==> src/rtl/rr_mux_sel_arbiter_pkg.sv <==
// Shared types and helpers for the round-robin select arbiter feeding the 4:1 mux stage.
package mux_pkg;

  localparam int N_REQ = 4;
  localparam int SEL_W = 2;

  typedef enum logic {
    IDLE = 1'b0,
    BUSY = 1'b1
  } arb_state_t;

  typedef struct packed {
    logic             found;
    logic [SEL_W-1:0] idx;
  } pick_t;

  // Scan ptr, ptr+1, ... (mod N_REQ) for the first request not masked by exclude.
  function automatic pick_t rr_pick(input logic [N_REQ-1:0] req,
                                    input logic [SEL_W-1:0] ptr,
                                    input logic [N_REQ-1:0] exclude);
    pick_t            res;
    logic [SEL_W-1:0] cand;
    res = '0;
    for (int k = N_REQ - 1; k >= 0; k--) begin
      cand = ptr + SEL_W'(k);
      if (req[cand] && !exclude[cand]) begin
        res.found = 1'b1;
        res.idx   = cand;
      end
    end
    return res;
  endfunction

endpackage

==> src/rtl/rr_mux_sel_arbiter_pick.sv <==
// Combinational rotate / priority-encode / rotate-back winner selection.
import mux_pkg::*;

module rr_priority_pick (
  input  logic [N_REQ-1:0] req,
  input  logic [SEL_W-1:0] ptr,
  input  logic [N_REQ-1:0] exclude,
  output logic             found,
  output logic [SEL_W-1:0] idx
);

  logic [N_REQ-1:0]   masked;
  logic [2*N_REQ-1:0] doubled;
  logic [N_REQ-1:0]   rotated;
  logic [SEL_W-1:0]   offset;

  assign masked  = req & ~exclude;
  assign doubled = {masked, masked};
  // rotated[0] corresponds to requester ptr, so the lowest set bit is the winner.
  assign rotated = doubled[ptr +: N_REQ];

  always_comb begin
    offset = '0;
    for (int i = N_REQ - 1; i >= 0; i--) begin
      if (rotated[i]) offset = SEL_W'(i);
    end
  end

  assign found = |rotated;
  assign idx   = offset + ptr;

endmodule

==> src/rtl/rr_mux_sel_arbiter.sv <==
// Round-robin arbiter driving the 2-bit select of the downstream 4:1 mux, with a hold limit.
import mux_pkg::*;

module rr_mux_sel_arbiter #(
  parameter int MAX_HOLD = 8
) (
  input  logic             clk,
  input  logic             rst,
  input  logic [N_REQ-1:0] req,
  input  logic             done,
  output logic [SEL_W-1:0] sel,
  output logic [N_REQ-1:0] grant,
  output logic             grant_valid,
  output logic             forced
);

  localparam logic [7:0] HOLD_LAST = 8'(MAX_HOLD - 1);

  arb_state_t       state;
  logic [SEL_W-1:0] ptr;
  logic [7:0]       hold_cnt;

  logic [SEL_W-1:0] pick_ptr;
  logic [N_REQ-1:0] pick_excl;
  logic             pick_found;
  logic [SEL_W-1:0] pick_idx;
  logic             at_limit;
  logic             owner_req;
  logic             release_now;

  // While busy the owner is sel; the same-edge re-arbitration starts after it and skips it.
  assign pick_ptr    = (state == BUSY) ? sel + SEL_W'(1) : ptr;
  assign pick_excl   = (state == BUSY) ? grant : '0;
  assign at_limit    = (hold_cnt == HOLD_LAST);
  assign owner_req   = req[sel];
  assign release_now = done || !owner_req || at_limit;

  rr_priority_pick u_pick (
    .req     (req),
    .ptr     (pick_ptr),
    .exclude (pick_excl),
    .found   (pick_found),
    .idx     (pick_idx)
  );

  always_ff @(posedge clk) begin
    if (rst) begin
      state       <= IDLE;
      sel         <= '0;
      grant       <= '0;
      grant_valid <= 1'b0;
      forced      <= 1'b0;
      ptr         <= '0;
      hold_cnt    <= '0;
    end else begin
      forced <= 1'b0;
      case (state)
        IDLE: begin
          if (pick_found) begin
            grant       <= N_REQ'(1) << pick_idx;
            sel         <= pick_idx;
            grant_valid <= 1'b1;
            hold_cnt    <= '0;
            state       <= BUSY;
          end
        end
        BUSY: begin
          if (release_now) begin
            ptr    <= sel + SEL_W'(1);
            forced <= at_limit && !done && owner_req;
            if (pick_found) begin
              grant    <= N_REQ'(1) << pick_idx;
              sel      <= pick_idx;
              hold_cnt <= '0;
            end else begin
              grant       <= '0;
              grant_valid <= 1'b0;
              state       <= IDLE;
            end
          end else if (hold_cnt != HOLD_LAST) begin
            hold_cnt <= hold_cnt + 8'd1;
          end
        end
        default: state <= IDLE;
      endcase
    end
  end

endmodule

==> config.mk <==
export PLATFORM = sky130hd
export DESIGN_NAME = rr_mux_sel_arbiter
export DESIGN_NICKNAME = d
export VERILOG_FILES = /design/src/rtl/rr_mux_sel_arbiter_pkg.sv /design/src/rtl/rr_mux_sel_arbiter_pick.sv /design/src/rtl/rr_mux_sel_arbiter.sv
export SDC_FILE = /design/constraint.sdc
export NUM_CORES = 1
export LEC_CHECK = 0
export CAP_MARGIN = 20
export CORE_MARGIN = 1.5
export CORE_UTILIZATION = 54
export CTS_CLUSTER_DIAMETER = 100
export CTS_CLUSTER_SIZE = 30
export DETAILED_ROUTE_END_ITERATION = 16
export PLACE_DENSITY = 0.89
export SYNTH_ARGS = -nofsm -noshare
export SYNTH_HDL_FRONTEND = slang
export SYNTH_SLANG_ARGS = --single-unit
==> constraint.sdc <==
create_clock -name clk -period 3.15 [get_ports clk]
set_clock_uncertainty 0.15 [all_clocks]
set_input_delay 0.4725 -clock clk [delete_from_list [all_inputs] [get_ports clk]]
set_output_delay 0.4725 -clock clk [all_outputs]
set_load 0.03 [all_outputs]
**Word-level counts from Yosys, hierarchy flattened**

Index checks and enable logic that the tools add are counted.

- Bits in registers: 19
- Input port bits: 7
- Output and inout bits: 8
- Word-level logic and storage cells: 60

- $add $sub $neg: 3
- $lt $le $gt $ge: 1
- Equality and inequality tests: 6
- Shifts and indexed selects: 2
- Muxes and demuxes: 26
- Bitwise logic cells: 4
- Reduce and logical (&&, ||, !) cells: 11

Operator list:

| kind | count |
|---|---|
| two-way mux 8 bit | 3 |
| two-way mux 4 bit | 4 |
| one-hot mux 8 bit (2 select lines) | 1 |
| two-way mux 2 bit | 7 |
| adder 8 x 1 -> 8 bit (second input constant) | 1 |
| equality test 8 x 3 -> 1 bit (second input constant) | 1 |
| inequality test 8 x 3 -> 1 bit (second input constant) | 1 |
| one-hot mux 4 bit (2 select lines) | 1 |
| variable part select 8 x 3 -> 4 bit | 1 |
| two-way mux 1 bit | 6 |
| AND 4 bit | 1 |
| inequality test 2 bit (second input constant) | 2 |
| NOT 4 bit | 1 |
| one-hot mux 1 bit (2 select lines) | 2 |
| one-hot mux 2 bit (2 select lines) | 1 |
| AND reduction 2 bit | 2 |
| OR reduction 4 bit | 1 |
| << shifter 1 x 2 -> 4 bit (first input constant) | 1 |
| < comparator 2 x 3 -> 1 bit (second input constant) | 1 |
| inequality test 3 x 1 -> 1 bit (second input constant) | 1 |
| AND reduction 3 bit | 1 |
| OR reduction 3 bit | 1 |
| adder 2 x 1 -> 2 bit (second input constant) | 1 |
| adder 2 bit | 1 |
| other kinds (6) | 10 |

**Longest topological paths before layout**

- Word-level depth: 13
- Mapped depth: 12
- Mapped depth without buffers: 10

**By module**

From an unflattened synthesis, not the netlist that was laid out.

- Cells, all modules: 137
- Area total of the unflattened synthesis: 1226.2 µm²

Modules (own cells, without submodules):

| module | times used | cells each | area each (µm²) | seq. area each (µm²) |
|---|---|---|---|---|
| rr_mux_sel_arbiter | 1 | 116 | 1038.5 | 380.4 |
| rr_priority_pick | 1 | 21 | 187.7 | 0.0 |

**Least setup slack after synthesis**

OpenSTA, ideal clock, no wires.

- Path type: reg-to-reg
- Start: register sel[0]
- End: register sel[1]
- Setup time: 0.088 ns
- Data arrival time: 2.321 ns
- Required time: 2.912 ns
- Slack: 0.591 ns
- Cell stages (with the launch flop): 10
- Path buffers: 0
- Period minus slack after synthesis: 2.559 ns
- Path through: dfxtp_1 -> xnor2_1 -> a21oi_2 -> a22oi_1 -> o221a_2 -> a21oi_1 -> ha_1 -> xor2_1 -> nand3_1 -> a311oi_2

- Cells in the longest elaborated chain, start to end: 11
- Elaborated cells between the ends (all ways): 18
- Classes of those cells: add/sub (2); eq/ne (1); shift (1); mux (10); reduce/logical (4)

Ends and longest elaborated chain:

| what | RTL line | source |
|---|---|---|
| start: declaration | rr_mux_sel_arbiter.sv:11 | `output logic [SEL_W-1:0] sel,` |
| start signal: assignment | rr_mux_sel_arbiter.sv:61 | `sel <= pick_idx;` |
| start signal: assignment | rr_mux_sel_arbiter.sv:73 | `sel <= pick_idx;` |
| adder 2 x 1 -> 2 bit | rr_mux_sel_arbiter.sv:32 | `assign pick_ptr = (state == BUSY) ? sel + SEL_W'(1) : ptr;` |
| two-way mux 2 bit | rr_mux_sel_arbiter.sv:32 |  |
| variable part select 8 x 3 -> 4 bit | rr_mux_sel_arbiter_pick.sv:20 | `assign rotated = doubled[ptr +: N_REQ];` |
| two-way mux 2 bit (4 in a row) | rr_mux_sel_arbiter_pick.sv:25 | `if (rotated[i]) offset = SEL_W'(i);` |
| adder 2 bit | rr_mux_sel_arbiter_pick.sv:30 | `assign idx = offset + ptr;` |
| two-way mux 2 bit | rr_mux_sel_arbiter.sv:59, rr_mux_sel_arbiter.sv:71 |  |
| two-way mux 2 bit | rr_mux_sel_arbiter.sv:68 | `if (release_now) begin` |
| one-hot mux 2 bit (2 select lines) | rr_mux_sel_arbiter.sv:57 | `case (state)` |

Several ways; a longest one is shown, not always the timed one. The select of a mux whose other input is x is not followed.
A chain may end at the register's enable or synchronous reset.

**Worst setup path in the final report**

- Start: input req[0]
- End: register sel[1]

- Cells in the longest elaborated chain, start to end: 10
- Elaborated cells between the ends (all ways): 17
- Classes of those cells: add/sub (1); eq/ne (1); shift (1); mux (9); bitwise (1); reduce/logical (4)

Ends and longest elaborated chain:

| what | RTL line | source |
|---|---|---|
| start: declaration | rr_mux_sel_arbiter.sv:9 | `input logic [N_REQ-1:0] req,` |
| AND 4 bit | rr_mux_sel_arbiter_pick.sv:17 | `assign masked = req & ~exclude;` |
| variable part select 8 x 3 -> 4 bit | rr_mux_sel_arbiter_pick.sv:20 |  |
| two-way mux 2 bit (4 in a row) | rr_mux_sel_arbiter_pick.sv:25 |  |
| adder 2 bit | rr_mux_sel_arbiter_pick.sv:30 |  |
| two-way mux 2 bit | rr_mux_sel_arbiter.sv:59, rr_mux_sel_arbiter.sv:71 |  |
| two-way mux 2 bit | rr_mux_sel_arbiter.sv:68 |  |
| one-hot mux 2 bit (2 select lines) | rr_mux_sel_arbiter.sv:57 |  |

Several ways; a longest one is shown, not always the timed one. The select of a mux whose other input is x is not followed.

==> metrics.md <==
| Metric | Value |
|---|---|
| CP Capture Type | flop |
| Combinational power share | 55.2% |
| Power density cells | 743.3 nW/um^2 |
| Post-synth EDFFs | 0 |
| Layout cells sized above 1 | 12.96% |
| Reg-to-reg slack, setup | 460 ps |
| Row cnt | 17 |
| DRC viols | 0 |
| CTS tree | done |
| Startpoint Class | input pin |
| Post-Syn Area | 1247 um^2 |
| Synth Instances | 147 |
| Post-Synth Adder-Cell Area | 2.006% |
| Setup TNS | 0 ps |
| Sw Share | 44.28% |
| Worst Path Max Fanout | 3 |
| Min-Delay Startpoint | grant[2] |
| Antenna diodes | 0 |
| P&R area growth vs syn | 13.84% |
| Drt wl/cell | 14.01 um |
| Largest net degree at the start of global routing | 17 |
| Largest delay share family, worst path | compound AO/OA/AOI/OAI gates |
| Worst slew pin tran | 609.5 ps |
| Slew HR | 59.24% |
| Slew Limit Fails | 0 |
| Hold Path Class | reg -> reg |
| Final WL | 2662 um |
| Synthesized area per cell | 8.486 um^2 |
| Final #Nets | 172 |
| H-tree levels | 1 |
| DR iter-0 viols | 32 |
| Synthesis Warnings | 0 |
| Clk_lat worst skew | 290 ps |
| Fin Hold WS | 352.4 ps |
| Worst Hold Path EP | grant[2] |
| Routed vias/inst | 6.137 |
| Synthesized Nets | 156 |
| Largest family of logic cells by synthesized area | simple AND/OR/NAND/NOR gates |
| Die ar. | 2608 um^2 |
| Final cell count without fillers | 190 |
| Register area | 380.4 um^2 |
| Critical R2R Capture | sel[1] |
| Leak Pwr | 0.5194 nW |
| Global-route wire length before repair | 4526 um |
| Post-CTS resize count | 0 |
| Clock tree buffer depth | 2 |
| Vias | 1166 |
| Final cycle utilization of the critical path | 85.97% |
| Reg2reg start | sel[0] |
| WS Path Type | in -> reg |
| Worst IR Drop VDD | 0.0004316 V |
| Starting density of the core | 56.94% |
| Depth of the most critical reg-to-reg path | 9 |
| F_max | 369.3 MHz |
| Post-DP HPWL | 2056 um |
| Synthesized flop and latch total | 19 |
| Pint | 0.5882 mW |
| CP max stage delay | 490 ps |
| Max-cap violation count | 0 |
| Minimum clock period | 2708 ps |
| Synth Area in XOR/XNOR | 4.915% |
| Crit path cell chain | clkdlybuf4s50_1 > a21boi_0 > a22oi_1 > o221a_2 > a21oi_1 > ha_1 > xor2_1 > nand3_1 > a311oi_2 |
| Hold path cells | 2 |
| Multiplexer area fraction after synthesis | 2.708% |
| Multi-input logic area | 818.3 um^2 |
| Cts bufs inserted | 3 |
| Slowest cell on the critical path | clkdlybuf4s50_1 |
| GRT Overall Usage | 22.68% |
| Clock share of power | 11.4% |
| Simple-gate portion of the synthesized area | 33.00% |
| Seq/Total Area, Yosys | 30.49% |
| Outcome | finished, final reports clean |
| Sw power | 0.4674 mW |
| Antenna Violating Nets Remaining | 0 |
| Buffers added on ports | 14 |
| RSZ-0062 raised after global routing | false |
| Critical Path RT | 3210 ps |
| IO Pins | 15 |
| Number of buffers added for setup after CTS | 0 |
| Clock Tree Root | clkbuf_4 |
| Setup Viol. Count Final | 0 |
| Top_reg_cell synth | dfxtp_1 |
| Seq pwr share | 33.4% |
| Die H | 51.07 um |
| Vias in the first global route | 1108 |
| Hold Fails Final Rpt | 0 |
| Crit path buf inv count | 1 |
| Clock net sink count | 19 |
| Gr ovfl total | 0 |
| Number of antenna violations at the first check in global routing | 0 |
| Placer Congestion | 0.8894 |
| Post-synth cell types | 47 |
| Post-layout util | 64.82% |
| Inst Count DP | 186 |
| CORE AREA | 2191 um^2 |
| Area fraction in compound gates after synthesis | 22.97% |
| First-pass DRT Iterations | 4 |
| Clock slew at reported path FFs | 110 ps |
| Fillers | 184 |
| Post-synth ARST share | 0% |
| Die width | 51.07 um |
| Crit path DAT | 2770 ps |
| CTS Hold Bufs | 0 |
-- Yosys cell counts (2+ instances only) --
| cell | count | area, um^2 |
|---|---|---|
| xnor2_1 | 3 | 26.28 |
| nor2_1 | 16 | 60.06 |
| a21bo_2 | 4 | 40.04 |
| nand4_1 | 5 | 31.28 |
| nand3_1 | 11 | 55.05 |
| xor2_1 | 4 | 35.03 |
| a211oi_1 | 3 | 22.52 |
| nand2_1 | 13 | 48.80 |
| nor4_2 | 2 | 25.02 |
| o21ai_0 | 5 | 25.02 |
| a211o_1 | 2 | 17.52 |
| nand2b_1 | 5 | 31.28 |
| a21oi_1 | 10 | 50.05 |
| nor3_1 | 4 | 20.02 |
| a21oi_2 | 2 | 17.52 |
| ha_1 | 2 | 25.02 |
| dfxtp_1 | 19 | 380.4 |
| o21ai_1 | 2 | 10.01 |
| a21boi_0 | 2 | 15.01 |
| nor2b_1 | 3 | 18.77 |
| and3_1 | 2 | 12.51 |
| buf_6 | 3 | 33.78 |
-- power by group through the flow --
stage	clock, mW	combinational (mW)	sequential, mW
floorplan	0	0.355	0.421
global placement	0	0.563	0.356
detailed placement	0	0.577	0.357
CTS	0.127	0.580	0.352
global route	0.133	0.627	0.364
finish	0.121	0.583	0.352
-- logic make-up (layout without fill, tap and decap cells) --
logic type	Yosys count	count (layout)
xor+xnor	7	7
fa+ha+maj	2	2
buf+inv	6	21
mux	2	2
simple gates	72	72
compound gates	39	39
flops	19	19
-- registers in the layout, summed over array words and instances, names as in the netlist --
name and count:
grant_valid 1, forced 1, ptr 2, hold_cnt 8
sel 2, state 1, grant 4
-- per-stage QoR --
step	power [mW]	setup slack (ps)	instance area, um^2
2_1_floorplan	0.7761	590.9	1247
3_3_place_gp	0.9186	278.5	1393
3_5_place_dp	0.9344	155.1	1393
4_1_cts	1.059	463.4	1420
5_1_grt	1.125	300.1	1420
6_report	1.056	442.0	1420
-- area by class of cell --
type / count / area share [%]
Multi-Input combinational cell: 122 / 57.62
Sequential cell: 19 / 26.78
Timing Repair Buffer: 16 / 10.93
Tap cell: 28 / 2.467
Clock buffer: 3 / 1.586
Clock inverter: 1 / 0.3524
Inverter: 1 / 0.2643
-- how the worst max path moves through the flow --
stage,start,end,depth (start not counted)
2_1_floorplan,sel[0],sel[1],9
5_1_grt,sel[0],sel[1],9
6_report,req[0],sel[1],9
3_3_place_gp,req[0],sel[1],9
3_5_place_dp,req[0],sel[1],9
4_1_cts,req[0],sel[1],9
-- placed cells by master, fill, tap and decap left out, drive strengths merged, types with 4 or more instances in the layout --
cell	count
dfxtp	19
xor2	4
nand2	13
nor2	17
a21oi	12
nor3	4
o21ai	7
clkdlybuf4s50	14
a21bo	4
nor2b	4
nand3	11
nand2b	5
nand4	5
-- worst register-to-register path: stages, from the launching register on --
cell and delay [ps]:
dfxtp_1 460, xnor2_1 190, a21oi_2 350, a22oi_1 160, o221a_2 270, a21oi_1 120
ha_1 220, xor2_1 270, nand3_1 130, a311oi_2 290
-- metal layers --
layer / global-route usage (%) / routed length, um / up-vias
li1: - / - / 578
met2: 39.61 / 1335 / 38
met5: 0 / 0 / -
met3: 3.216 / 130 / 6
met4: 15.32 / 63 / 0
met1: 25.32 / 1132 / 544
(Power assumes the default switching activity.)
